==> config.mk <==
export PLATFORM = sky130hd
export DESIGN_NAME = calc_operand_entry_flat
export DESIGN_NICKNAME = d
export VERILOG_FILES = /design/src/rtl/calc_operand_entry_if.sv /design/src/rtl/calc_operand_entry.sv /design/src/flat_wrapper.sv
export SDC_FILE = /design/constraint.sdc
export NUM_CORES = 1
export LEC_CHECK = 0
export ABC_AREA = 1
export CAP_MARGIN = 10
export CORE_MARGIN = 2
export CORE_UTILIZATION = 50
export CTS_BUF_LIST = sky130_fd_sc_hd__clkbuf_4 sky130_fd_sc_hd__clkbuf_8
export DETAILED_ROUTE_END_ITERATION = 10
export PLACE_DENSITY = 0.81
export SLEW_MARGIN = 20
export SYNTH_ARGS = -nofsm -noshare
export SYNTH_HDL_FRONTEND = slang
export SYNTH_SLANG_ARGS = --single-unit
==> constraint.sdc <==
create_clock -name CLOCK_50 -period 1.2 [get_ports CLOCK_50]
set_input_delay 0.3 -clock CLOCK_50 [delete_from_list [all_inputs] [get_ports CLOCK_50]]
set_output_delay 0.3 -clock CLOCK_50 [all_outputs]
set_load 0.1 [all_outputs]
==> src/rtl/calc_operand_entry_if.sv <==
// Button/switch inputs and registered operand outputs shared between
// the operand-entry front end and whatever drives or observes it.
interface calc_operand_entry_if;
    logic       enter_n;
    logic       op_n;
    logic [3:0] sw;
    logic [3:0] a_out;
    logic [3:0] b_out;
    logic [1:0] op_sel;
    logic       valid;
    logic [1:0] state_out;

    modport master (
        output enter_n, op_n, sw,
        input  a_out, b_out, op_sel, valid, state_out
    );

    modport slave (
        input  enter_n, op_n, sw,
        output a_out, b_out, op_sel, valid, state_out
    );
endinterface

==> src/rtl/calc_operand_entry.sv <==
// Operand entry front end: synchronizes and debounces the enter/op buttons and
// collects operands A and B into registers for the calculator datapath.
module calc_operand_entry #(
    parameter int DEBOUNCE_CYCLES = 500000,
    parameter int CNT_W           = 19
) (
    input  logic                 CLOCK_50,
    input  logic                 resetn,
    calc_operand_entry_if.slave  bus
);
    localparam logic [1:0] ST_GET_A = 2'b00;
    localparam logic [1:0] ST_GET_B = 2'b01;
    localparam logic [1:0] ST_SHOW  = 2'b10;
    localparam logic [CNT_W-1:0] CNT_LAST = CNT_W'(DEBOUNCE_CYCLES - 1);
    localparam logic [CNT_W-1:0] CNT_ONE  = {{(CNT_W-1){1'b0}}, 1'b1};

    // Bit 0 = enter button, bit 1 = op button.
    logic [1:0]       raw_s;
    logic [1:0]       sync1_q, sync2_q;
    logic [1:0]       level_q, level_d;
    logic [1:0]       prev_q;
    logic [1:0]       arm_q, arm_d;
    logic [1:0]       pulse_q, pulse_d;
    logic [1:0]       fill_q;
    logic [CNT_W-1:0] cnt_q [2];
    logic [CNT_W-1:0] cnt_d [2];

    logic             enter_pulse_s, op_pulse_s;
    logic [1:0]       state_q, state_d;
    logic [3:0]       a_q, a_d, b_q, b_d;
    logic [1:0]       op_q, op_d;
    logic             valid_q, valid_d;

    assign raw_s = {bus.op_n, bus.enter_n};

    // Debounce next-state; a button is armed only once a genuine released
    // sample has passed the synchronizer, so a button held through reset
    // produces no pulse until it is released and pressed again.
    always_comb begin
        for (int i = 0; i < 2; i++) begin
            level_d[i] = level_q[i];
            cnt_d[i]   = cnt_q[i];
            if (sync2_q[i] != level_q[i]) begin
                if (cnt_q[i] == CNT_LAST) begin
                    level_d[i] = sync2_q[i];
                    cnt_d[i]   = {CNT_W{1'b0}};
                end else begin
                    cnt_d[i]   = cnt_q[i] + CNT_ONE;
                end
            end else begin
                cnt_d[i] = {CNT_W{1'b0}};
            end
            arm_d[i]   = arm_q[i] | (fill_q[1] & sync2_q[i]);
            pulse_d[i] = arm_q[i] & prev_q[i] & ~level_q[i];
        end
    end

    // Synchronizer, debounce and press-pulse registers.
    always_ff @(posedge CLOCK_50 or negedge resetn) begin
        if (!resetn) begin
            sync1_q  <= 2'b11;
            sync2_q  <= 2'b11;
            level_q  <= 2'b11;
            prev_q   <= 2'b11;
            arm_q    <= 2'b00;
            pulse_q  <= 2'b00;
            fill_q   <= 2'b00;
            cnt_q[0] <= {CNT_W{1'b0}};
            cnt_q[1] <= {CNT_W{1'b0}};
        end else begin
            sync1_q  <= raw_s;
            sync2_q  <= sync1_q;
            level_q  <= level_d;
            prev_q   <= level_q;
            arm_q    <= arm_d;
            pulse_q  <= pulse_d;
            fill_q   <= {fill_q[0], 1'b1};
            cnt_q[0] <= cnt_d[0];
            cnt_q[1] <= cnt_d[1];
        end
    end

    assign enter_pulse_s = pulse_q[0];
    assign op_pulse_s    = pulse_q[1];

    // FSM state register.
    always_ff @(posedge CLOCK_50 or negedge resetn) begin
        if (!resetn) begin
            state_q <= ST_GET_A;
        end else begin
            state_q <= state_d;
        end
    end

    // FSM next state; the unused encoding falls back to GET_A.
    always_comb begin
        state_d = state_q;
        case (state_q)
            ST_GET_A: begin
                if (enter_pulse_s) state_d = ST_GET_B;
                else               state_d = ST_GET_A;
            end
            ST_GET_B: begin
                if (enter_pulse_s) state_d = ST_SHOW;
                else               state_d = ST_GET_B;
            end
            ST_SHOW: begin
                if (enter_pulse_s) state_d = ST_GET_A;
                else               state_d = ST_SHOW;
            end
            default: state_d = ST_GET_A;
        endcase
    end

    // Output next-values: operand capture, op rotation, valid from next state.
    always_comb begin
        a_d = a_q;
        b_d = b_q;
        op_d = op_q;
        if (enter_pulse_s) begin
            case (state_q)
                ST_GET_A: a_d = bus.sw;
                ST_GET_B: b_d = bus.sw;
                default:  a_d = a_q;
            endcase
        end else begin
            a_d = a_q;
        end
        if (op_pulse_s) begin
            case (op_q)
                2'b00:   op_d = 2'b01;
                2'b01:   op_d = 2'b10;
                default: op_d = 2'b00;
            endcase
        end else begin
            op_d = op_q;
        end
        valid_d = (state_d == ST_SHOW);
    end

    // Registered outputs.
    always_ff @(posedge CLOCK_50 or negedge resetn) begin
        if (!resetn) begin
            a_q     <= 4'h0;
            b_q     <= 4'h0;
            op_q    <= 2'b00;
            valid_q <= 1'b0;
        end else begin
            a_q     <= a_d;
            b_q     <= b_d;
            op_q    <= op_d;
            valid_q <= valid_d;
        end
    end

    assign bus.a_out     = a_q;
    assign bus.b_out     = b_q;
    assign bus.op_sel    = op_q;
    assign bus.valid     = valid_q;
    assign bus.state_out = state_q;
endmodule

==> src/flat_wrapper.sv <==
// flat-port wrapper written by rule: the top's interface ports become plain ports
module calc_operand_entry_flat 
#(
    parameter int DEBOUNCE_CYCLES = 500000,
    parameter int CNT_W           = 19
)
  (CLOCK_50, resetn, bus_enter_n, bus_op_n, bus_sw, bus_a_out, bus_b_out, bus_op_sel, bus_valid, bus_state_out);
  calc_operand_entry_if bus_i ();
  input  logic CLOCK_50;
  input  logic resetn;
  input wire logic [$bits(bus_i.enter_n)-1:0] bus_enter_n;
  input wire logic [$bits(bus_i.op_n)-1:0] bus_op_n;
  input wire logic [$bits(bus_i.sw)-1:0] bus_sw;
  output wire logic [$bits(bus_i.a_out)-1:0] bus_a_out;
  output wire logic [$bits(bus_i.b_out)-1:0] bus_b_out;
  output wire logic [$bits(bus_i.op_sel)-1:0] bus_op_sel;
  output wire logic [$bits(bus_i.valid)-1:0] bus_valid;
  output wire logic [$bits(bus_i.state_out)-1:0] bus_state_out;
  assign bus_i.enter_n = bus_enter_n;
  assign bus_i.op_n = bus_op_n;
  assign bus_i.sw = bus_sw;
  assign bus_a_out = bus_i.a_out;
  assign bus_b_out = bus_i.b_out;
  assign bus_op_sel = bus_i.op_sel;
  assign bus_valid = bus_i.valid;
  assign bus_state_out = bus_i.state_out;
  calc_operand_entry #(.DEBOUNCE_CYCLES(DEBOUNCE_CYCLES), .CNT_W(CNT_W)) u_core (.CLOCK_50(CLOCK_50), .resetn(resetn), .bus(bus_i));
endmodule
==> flow_metrics.py <==
metrics = {
    "synth": {
        "syn_nets": 400,
        "ys_warn_count": 0,
        "netlist_area_sq_mm": 0.00315,
        "yosysTopAreaCell": "dfrtp_1",
        "ys_ff_latch": 65,
        "synth_flop_cell": "dfrtp_1",
        "ys_top_cells_by_area": "dfrtp_1, nor2_1, nand2_1",
        "synth_edf_count": 0,
        "synthDistinctLibCells": 27,
        "yosysSeqAreaShare": 0.519,
        "synthArstFlopShare": 1.00,
        "syn_avg_cell_area_sq_um": 8.08,
        "netlist.area_leader.share": 0.453,
        "syn_inst": 390,
    },
    "die": {
        "io_pins": 21,
        "die_w_microns": 83.4,
        "rows": 28,
        "die-area_sq_mm": 0.00695,
        "core_region_area_sq_mm": 0.00599,
        "initial_core_util": 0.526,
        "fp.dieH_microns": 83.4,
    },
    "timing": {
        "finalSetupViolCount": 53,
        "drv_slew": 0,
        "timing.hold.ws_ps": 354,
        "fin_crit_sh": 1.28,
        "max_freq_ghz": 0.651,
        "hold_violations": 0,
        "fin_setup_tns_ps": -7300,
        "worst_slack_ps": -336,
        "fin_worst_skew_ps": 13.6,
        "min_period_ps": 1540,
        "grt_setup_unrepaired": "true",
    },
    "worst_setup_path": {
        "path_buf_inv": 0,
        "critical_path.top_delay_family": "simple AND/OR/NAND/NOR gates",
        "required_ps": 1470,
        "cp_max_fo": 4,
        "worstPathArrival_ps": 1810,
        "end_kind": "register",
        "cpMaxStageDelayCell": "dfrtp_1",
        "start_kind": "register",
        "crit_chain": "ha_4, nand2_4, nor2_4, nand2_2, o21ai_1, nand3_2, nor2_1",
        "critPathKind": "register to register",
        "max_stage_delay_ps": 420,
    },
    "route": {
        "wl_microns": 10700,
        "viasPerCell": 5.81,
        "routedWlPerCell_microns": 18.6,
        "drt_iter0_drc": 391,
        "vias": 3338,
        "post-route-drc-count": 0,
        "postRouteAntennaNets": 0,
        "dr.pass1.iters": 5,
    },
    "cts": {
        "clk_pin_slew_ps": 80,
        "cts.sinks": 65,
        "cts_buffers": 9,
        "cts_max_path_buffers": 2,
        "tritoncts": "yes",
        "h-tree-depth": 3,
        "clock-root-buffer": "clkbuf_8",
        "clk_latency_ps": 360,
    },
    "power": {
        "seq_power_share": 0.515,
        "p_clk_frac": 0.430,
        "peakVddDrop_v": 0.00117,
        "leakage_nw": 2.15,
        "p_switching_mw": 1.05,
        "pwr-share-comb": 0.055,
        "switching_share": 0.240,
        "power-per-cell-area_mw_per_mm2": 894,
        "p_int_mw": 3.33,
        "power_mw": 4.38,
    },
    "placed_design": {
        "port_buffers": 20,
        "hpwl_microns": 5050,
        "placed_cell_area_sq_mm": 0.00399,
        "placed_cells": 533,
        "post-place-ws_ps": -150,
        "globalplace.congestion": 0.937,
    },
    "final_layout": {
        "nets": 505,
        "fin_area_sq_mm": 0.00490,
        "final_util": 0.818,
        "drive_gt1_frac": 0.444,
        "areaGrowthSynthToFinish_pct": 55.5,
        "mostFrequentLayoutCells": "nand2_1, buf_4, nor2_1",
        "fin_cells": 575,
        "antennaDiodeCount": 0,
    },
    "min_path": {
        "worstHoldPathType": "register to register",
    },
    "global_routing": {
        "antenna_found_initial": 0,
        "first_global_vias": 3043,
        "grt_max_degree": 66,
        "track_usage": 0.253,
        "grt_pass1_wl_microns": 14000,
        "grt_overflow": 0,
    },
    "job": {
        "cap_violations": 0,
    },
    "status": {
        "violations": "negative setup slack",
        "status": "finished, violations left",
    },
}
[state kept, by name (all words and copies together), names as in the netlist]
name and flops:
u_core.bus.state_out 2, u_core.bus.valid 1, u_core.arm_q 2, u_core.fill_q 2, u_core.bus.op_sel 2, u_core.level_q 2, u_core.pulse_q 2, u_core.bus.a_out 4
u_core.prev_q 2, u_core.bus.b_out 4, u_core.cnt_q 38, u_core.sync1_q 2, u_core.sync2_q 2
[synth_stat cells (3+ instances only)]
| cell | n |
|---|---|
| nor2_1 | 88 |
| nand2_1 | 75 |
| dfrtp_1 | 57 |
| nor3_1 | 4 |
| nand2_2 | 4 |
| inv_2 | 3 |
| xor2_1 | 15 |
| o21ai_0 | 14 |
| xnor2_1 | 5 |
| nor2_2 | 11 |
| nand4_1 | 9 |
| a21oi_1 | 5 |
| inv_1 | 45 |
| nand3_1 | 30 |
| dfstp_2 | 8 |
[power by group through the flow]
stage               clock network, mW  logic, mW  registers [mW]
global route                     2.00      0.266            2.26
detailed placement                  0      0.165            2.28
CTS                              1.87      0.194            2.24
floorplan                           0     0.0559            2.28
global placement                    0      0.159            2.28
finish                           1.89      0.240            2.26
[routing by layer]
metal  vias to the layer above  wire (microns)  track usage
li1                       1429               -            -
met1                      1599            3880        0.309
met2                       233            5400        0.424
met3                        77             900       0.0646
met4                         0             546        0.112
met5                         -               0            0
[cells by family (layout without fill, tap and decap cells)]
group           count (synthesis)  in the layout  synth area share
simple gates                  224            225             0.305
flops                          65             65             0.519
fa+ha+maj                       2              2           0.00794
other cells                     1              1           0.00119
compound gates                 27             27            0.0480
buf+inv                        51            160            0.0627
xor+xnor                       20             20            0.0556
[layout make-up]
| type | count | area (sq um) |
|---|---|---|
| Multi-Input combinational cell | 275 | 1810 |
| Sequential cell | 65 | 1650 |
| Fill cell | 277 | 1090 |
| Timing Repair Buffer | 96 | 955 |
| Inverter | 48 | 196 |
| Clock buffer | 11 | 139 |
| Tap cell | 75 | 93.8 |
| Clock inverter | 5 | 56.3 |
[final timing paths]
| check | start | to | slack (ps) | cells past startpoint |
|---|---|---|---|---|
| min in group asynchronous | resetn | u_core.cnt_q[35] | 480 | 3 |
| max in group asynchronous | resetn | u_core.prev_q[0] | 400 | 3 |
| worst max-delay path | u_core.cnt_q[1] | u_core.cnt_q[16] | -340 | 7 |
| worst max register to register | u_core.cnt_q[1] | u_core.cnt_q[16] | -340 | 7 |
| worst min-delay path | u_core.fill_q[0] | u_core.fill_q[1] | 350 | 0 |
| worst min register to register | u_core.fill_q[0] | u_core.fill_q[1] | 350 | 0 |
[what timing repair did]
| action | CTS | global route |
|---|---|---|
| setup buffers | 7 | 18 |
| cloned | 1 | 1 |
| resized for setup | 51 | 80 |
| hold buffers | 1 | 0 |
| pin swaps | 21 | 25 |
| hold endpoints to repair | 57 | 0 |
| endpoints found under the setup margin | 52 | 60 |
[worst register-to-register path, stage by stage (launching register included)]
cell     delay, ps
dfrtp_1        420
ha_4           190
nand2_4         70
nor2_4         170
nand2_2        100
o21ai_1        210
nand3_2        120
nor2_1         170
No activity file was read; power rests on OpenSTA's default activity.
